## src/rtl/shift_rx.sv

```systemverilog
// Serial-in/parallel-out receiver: WIDTH-bit frames (plus an even-parity bit when PARITY_EN is defined) land in PD
// after the completion edge; valid is held until ack, and a completion while a word is still pending sets ovr (no stalling).
module shift_rx #(
  parameter int WIDTH = 8
) (
  input  logic             clk,
  input  logic             rstn,
  input  logic             start,
  input  logic             dir,
  input  logic             cin,
  output logic [WIDTH-1:0] PD,
  output logic             valid,
  input  logic             ack,
  output logic             busy,
  output logic             ovr,
  output logic             perr
);

  localparam int CW = $clog2(WIDTH + 1);
  localparam logic [CW-1:0] LAST = CW'(WIDTH - 1);

  localparam logic [1:0] IDLE  = 2'd0;
  localparam logic [1:0] SHIFT = 2'd1;
`ifdef PARITY_EN
  localparam logic [1:0] PAR   = 2'd2;
`endif

  logic [1:0]       state_q, state_d;
  logic [CW-1:0]    cnt_q, cnt_d;
  logic [WIDTH-1:0] sr_q, sr_d;
  logic             dir_q, dir_d;
  logic [WIDTH-1:0] pd_q, pd_d;
  logic             valid_q, valid_d;
  logic             busy_q, busy_d;
  logic             ovr_q, ovr_d;
`ifdef PARITY_EN
  logic             perr_q, perr_d;
`endif

  logic [WIDTH-1:0] shifted;
  logic [WIDTH-1:0] word;
  logic             done;

  always_comb begin
    state_d = state_q;
    cnt_d   = cnt_q;
    sr_d    = sr_q;
    dir_d   = dir_q;
    pd_d    = pd_q;
    valid_d = valid_q;
    busy_d  = busy_q;
    ovr_d   = ovr_q;
`ifdef PARITY_EN
    perr_d  = perr_q;
`endif
    done    = 1'b0;
    word    = sr_q;
    shifted = dir_q ? {cin, sr_q[WIDTH-1:1]} : {sr_q[WIDTH-2:0], cin};

    case (state_q)
      IDLE: begin
        if (start) begin
          dir_d   = dir;
          // Load rather than shift so stale bits of the previous frame never leak in.
          sr_d    = dir ? {cin, {(WIDTH-1){1'b0}}} : {{(WIDTH-1){1'b0}}, cin};
          cnt_d   = CW'(1);
          busy_d  = 1'b1;
          state_d = SHIFT;
        end
      end
      SHIFT: begin
        sr_d  = shifted;
        cnt_d = cnt_q + CW'(1);
        if (cnt_q == LAST) begin
`ifdef PARITY_EN
          state_d = PAR;
`else
          done    = 1'b1;
          word    = shifted;
          cnt_d   = '0;
          busy_d  = 1'b0;
          state_d = IDLE;
`endif
        end
      end
`ifdef PARITY_EN
      PAR: begin
        done    = 1'b1;
        word    = sr_q;
        perr_d  = (^sr_q) ^ cin;
        cnt_d   = '0;
        busy_d  = 1'b0;
        state_d = IDLE;
      end
`endif
      default: begin
        cnt_d   = '0;
        busy_d  = 1'b0;
        state_d = IDLE;
      end
    endcase

    // An ack coinciding with completion consumes the old word: no overrun, ovr left as is.
    if (done) begin
      pd_d    = word;
      valid_d = 1'b1;
      if (valid_q && !ack) begin
        ovr_d = 1'b1;
      end
    end else if (ack && valid_q) begin
      valid_d = 1'b0;
      ovr_d   = 1'b0;
    end
  end

  always_ff @(posedge clk) begin
    if (!rstn) begin
      state_q <= IDLE;
      cnt_q   <= '0;
      sr_q    <= '0;
      dir_q   <= 1'b0;
      pd_q    <= '0;
      valid_q <= 1'b0;
      busy_q  <= 1'b0;
      ovr_q   <= 1'b0;
`ifdef PARITY_EN
      perr_q  <= 1'b0;
`endif
    end else begin
      state_q <= state_d;
      cnt_q   <= cnt_d;
      sr_q    <= sr_d;
      dir_q   <= dir_d;
      pd_q    <= pd_d;
      valid_q <= valid_d;
      busy_q  <= busy_d;
      ovr_q   <= ovr_d;
`ifdef PARITY_EN
      perr_q  <= perr_d;
`endif
    end
  end

  assign PD    = pd_q;
  assign valid = valid_q;
  assign busy  = busy_q;
  assign ovr   = ovr_q;
`ifdef PARITY_EN
  assign perr  = perr_q;
`else
  assign perr  = 1'b0;
`endif

endmodule

```

## config.mk

```make
export PLATFORM = sky130hd
export DESIGN_NAME = shift_rx
export DESIGN_NICKNAME = d
export VERILOG_FILES = /design/src/rtl/shift_rx.sv
export SDC_FILE = /design/constraint.sdc
export NUM_CORES = 1
export LEC_CHECK = 0
export CORE_ASPECT_RATIO = 1.4
export CORE_MARGIN = 5
export CORE_UTILIZATION = 45
export DETAILED_ROUTE_END_ITERATION = 10
export PLACE_DENSITY = 0.78
export SYNTH_ARGS = -nofsm -noshare
export SYNTH_HDL_FRONTEND = slang
export SYNTH_SLANG_ARGS = --single-unit
```

## constraint.sdc

```tcl
create_clock -name clk -period 1.55 [get_ports clk]
set_input_delay 0.31 -clock clk [delete_from_list [all_inputs] [get_ports clk]]
set_output_delay 0.31 -clock clk [all_outputs]
set_load 0.02 [all_outputs]
```

## After elaboration in Yosys (flattened, before gate mapping)

Cells that the tools add are included.

- Register bits: 26
- Input bits: 6
- Logic and storage cells: 45

- $add $sub $neg: 1
- Eq/ne operators: 5
- Mux-type cells: 21
- Reduce and logical (&&, ||, !) cells: 10

Operator list:

| kind | count |
|---|---|
| two-way mux 8 bit | 5 |
| one-hot mux 8 bit (2 select lines) | 1 |
| two-way mux 1 bit | 8 |
| two-way mux 4 bit | 2 |
| one-hot mux 4 bit (2 select lines) | 1 |
| AND reduction 2 bit | 4 |
| adder 4 x 1 -> 4 bit (second input constant) | 1 |
| equality test 4 x 3 -> 1 bit (second input constant) | 1 |
| two-way mux 2 bit | 2 |
| != test 2 bit (second input constant) | 2 |
| one-hot mux 2 bit (2 select lines) | 1 |
| nonzero test 2 bit | 2 |
| equality test 2 x 1 -> 1 bit (second input constant) | 1 |
| logical AND 1 bit | 2 |
| logical NOT 2 bit | 1 |
| != test 2 x 1 -> 1 bit (second input constant) | 1 |
| one-hot mux 1 bit (2 select lines) | 1 |
| logical NOT 1 bit | 1 |

## Depth between registers and ports, before layout

- Word-level depth: 5
- Gate-level depth with buffers: 5

## Least setup slack after synthesis

No wires, ideal clock.

- Path kind: register -> register
- Start point: register busy (netlist name)
- End point: register pd_q[0] (netlist: PD[0])
- Path buffers: 2
- Data arrival time: 1.230 ns
- Period minus slack after synthesis: 1.355 ns
- Stages on the path, launching flop included: 6
- Path slack: 0.195 ns
- Cell sequence: dfxtp_1 buf_2 nand4b_1 and2_1 buf_2 o2bb2ai_1

RTL lines:

| element | line | text |
|---|---|---|
| end signal: assignment | 134 | `pd_q <= pd_d;` |
| end: declaration | 32 | `logic [WIDTH-1:0] pd_q, pd_d;` |

## Worst setup path in the final report

- Start point: register cnt_q[0]
- End point: register pd_q[5] (netlist: PD[5])

- Cells in the longest elaborated chain, start to end: 3

RTL lines:

| element | line | text |
|---|---|---|
| start: declaration | 29 | `logic [CW-1:0] cnt_q, cnt_d;` |
| start signal: assignment | 131 | `cnt_q <= cnt_d;` |
| equality test 4 x 3 -> 1 bit (*) | 74 | `if (cnt_q == LAST) begin` |
| two-way mux 8 bit or two-way mux 1 bit (tied branches) | 74 |  |
| two-way mux 8 bit or two-way mux 1 bit (tied branches) | 60 | `case (state_q)` |

Every way passes the cells marked *; elsewhere a longest branch is shown, timed or not.
A chain may end at the register's enable or synchronous reset.

==> out/metrics.yaml <==
power:
  irDropWorstVdd_uv: 630.3
  power_frac_comb_pct: 8.9
  p_clk_share_pct: 26.7
  seq_power_share_pct: 64.4
  power.density_nw_per_um2: 843.0
  p_leak_nw: 0.4810
  p_int_mw: 0.7586
  swShare_pct: 23.49
  netSwitchingPower_mw: 0.2329
yosys:
  synthTopCellsByArea: "dfxtp_1 (49%), o2bb2ai_1 (7.2%), a21oi_1 (6.6%), nand2_1 (6.1%), mux2_1 (5.8%)"
  yosys_warnings: 0
  seq_area_frac_synth_pct: 49.10
  async_flop_share_pct: 0
  synth_top_area_share_pct: 49.10
  synthCells: 103
  syn_avg_cell_area_um2: 9.499
  synthesis.area_um2: 978.4
  syn_nets: 110
  synth_cell_types: 29
  synth_largest_area_cell: "dfxtp_1"
  synth-edff-count: 0
  synth-main-ff-cell: "dfxtp_1"
  ys_seq_elements: 24
hold_path:
  hold_start: "PD[4]$_SDFFE_PN0P_"
  hold_depth: 1
  hold_path_class: "flop to flop"
  hold_path_end: "PD[4]$_SDFFE_PN0P_"
timing:
  fin_setup_tns_ns: 0
  period_share_pct: 90.83
  setup_ws_ns: 0.1422
  finalSetupViolCount: 0
  max_freq_mhz: 710.3
  slew_viol_final: 0
  min_period_ns: 1.408
  hold_viol_final: 0
  fin_skew_ns: 0.009283
  grt_setup_unrepaired: "false"
  holdWs_ns: 0.4694
run:
  maxCapViolations: 0
place:
  port_buffers: 16
  dp_hpwl_mm: 1.425
  globalplace.congestion: 0.7533
  placed_area_um2: 1166
  dp_slack_ns: 0.03618
setup_path:
  r2r-start: "cnt_q[0]$_SDFFE_PN0P_"
  crit_chain: "ha_1, nand4b_1, and2_2, o2bb2ai_1"
  r2r_setup_slack_ns: 0.14
  crit_slowest_cell: "dfxtp_1"
  crit_type: "flop to flop"
  cpPeakStageDelay_ns: 0.40
  cp_data_required_time_ns: 1.76
  end_kind: "flop"
  r2r_end: "PD[5]$_SDFFE_PN0P_"
  cp_max_fo: 8
  crit_path_start_kind: "flop"
  rr_worst_depth: 4
  critPathArrivalTime_ns: 1.61
grt:
  grt_max_degree: 20
  grt_pass1_vias: 853
  grt_pass1_wl_mm: 3.470
  track_usage_pct: 13.48
  antenna_found_initial: 0
  grt_overflow_total: 0
final_layout:
  final_area_um2: 1176
  n_fill_cell: 193
  nets: 129
  area_growth_pct: 20.20
  diodes: 0
  drive_gt1_share_pct: 10.00
floorplanning:
  core_um2: 2127
  fp.dieH_um: 65.18
  start_util_pct: 46.00
  dieArea_um2: 3220
  die_w_um: 49.41
  ios: 18
  rows: 20
drt:
  wl_per_cell_um: 13.67
  drt_iter0_markers: 12
  ant_nets: 0
  vias: 779
  drt_pass1_iterations: 4
  vias_per_cell: 5.486
  route.detailed.drc: 0
  wl_mm: 1.941
clock_network:
  cts-root-buf: "clkbuf_4"
  insertion_delay_ns: 0.31
  postCtsSetupBuffers: 0
  path_clk_slew_ns: 0.12
  clock-sinks: 24
  cts.htree.levels: 1
  cts_max_path_buffers: 2
  cts_buffers: 3
  tritoncts: "done"
run_status:
  status: "completed"
-- cell families (layout without fill, tap and decap cells) --
group / after synthesis / after routing / synth area share, %
flops: 24 / 24 / 49.10
other cells: 1 / 1 / 0.3833
simple gates: 32 / 32 / 16.11
mux: 9 / 9 / 10.23
compound gates: 26 / 26 / 17.78
xor+xnor: 1 / 1 / 0.8953
fa+ha+maj: 1 / 1 / 1.279
buf+inv: 9 / 26 / 4.219
-- routing by layer --
layer  GRT usage (%)  wire length [um]  share of wire, %  vias to the layer above
met1           15.53               893                46                      362
met2           22.26               948                49                       14
met3           3.855                71               3.7                        4
met4           7.213                26               1.3                        0
met5               0                 0                 0                        -
li1                -                 -                 -                      399
-- per-stage QoR --
step           utilization (%)  cells  power [mW]
6_report                 55.29    142      0.9915
5_1_grt                  55.29    142       1.039
4_1_cts                  55.24    142       1.000
3_5_place_dp             54.82    139      0.7421
3_3_place_gp             54.82    139      0.7390
2_1_floorplan                -    103      0.7070
-- synthesized netlist by cell type, drive strengths merged, types with 2 or more instances --
library cell / n
dfxtp: 24
nand2: 16
a21oi: 13
mux2: 8
o2bb2ai: 8
buf: 5
nor2: 5
inv: 3
a32oi: 2
nand3: 2
nand4b: 2
nor3b: 2
-- how the worst max path moves through the flow --
stage / from / to / slack (ns) / cells after the start
global placement: start / dir_q$_SDFFE_PN0P_ / 0.09 / 4
finish: cnt_q[0]$_SDFFE_PN0P_ / PD[5]$_SDFFE_PN0P_ / 0.14 / 4
global route: cnt_q[0]$_SDFFE_PN0P_ / PD[5]$_SDFFE_PN0P_ / 0.01 / 4
floorplan: busy$_SDFFE_PN0P_ / PD[0]$_SDFFE_PN0P_ / 0.19 / 5
CTS: cnt_q[0]$_SDFFE_PN0P_ / PD[5]$_SDFFE_PN0P_ / 0.11 / 4
detailed placement: start / dir_q$_SDFFE_PN0P_ / 0.04 / 4
-- layout by cell type, fill, tap and decap left out --
master,instances
mux2_1,5
xor2_1,1
nor2_1,4
ha_1,1
buf_4,4
o2bb2ai_1,8
mux2i_1,1
o21a_1,1
dlygate4sd2_1,11
clkdlybuf4s50_1,5
dfxtp_1,24
nor3_1,1
clkbuf_4,3
nor2_2,1
a211oi_1,1
inv_1,3
mux2_2,3
nand2b_1,1
a31oi_1,1
nand3_1,2
nor2b_1,1
conb_1,1
and2_2,1
or4b_1,1
nand2_1,16
a32oi_1,2
nand4b_1,2
a21oi_1,13
nor3b_1,2
-- repair_timing --
action / in CTS / in global routing
gates resized for setup: 11 / 1
hold buffers: 0 / 0
endpoints found under the setup margin: 11 / 7
-- power groups by stage --
| stage | sequential [mW] | clock, mW | combinational (mW) |
|---|---|---|---|
| 2_1_floorplan | 0.649 | 0 | 0.0581 |
| 3_3_place_gp | 0.652 | 0 | 0.0870 |
| 3_5_place_dp | 0.653 | 0 | 0.0895 |
| 4_1_cts | 0.638 | 0.273 | 0.0890 |
| 5_1_grt | 0.641 | 0.301 | 0.0965 |
| 6_report | 0.638 | 0.265 | 0.0885 |
-- layout make-up --
cell class	count	area (um^2)	share of cell area, %
sequential	24	480.5	40.85
multi-input combinational	70	457.9	38.94
timing repair buffer	20	176.4	15.00
tap	22	27.53	2.340
clock buffer	3	22.52	1.915
inverter	3	11.26	0.9574
-- registers in the layout, indices dropped and copies added (netlist names) --
| register | count |
|---|---|
| cnt_q | 4 |
| sr_q | 8 |
| busy | 1 |
| PD | 8 |
| valid | 1 |
| ovr | 1 |
| dir_q | 1 |
-- critical path, delay by kind of cell, from the launching register on --
family / cells / cell delay [ns]
simple gates: 2 / 0.51
flops: 1 / 0.40
fa+ha+maj: 1 / 0.24
compound gates: 1 / 0.15
Power figures use the tool's default switching activity.
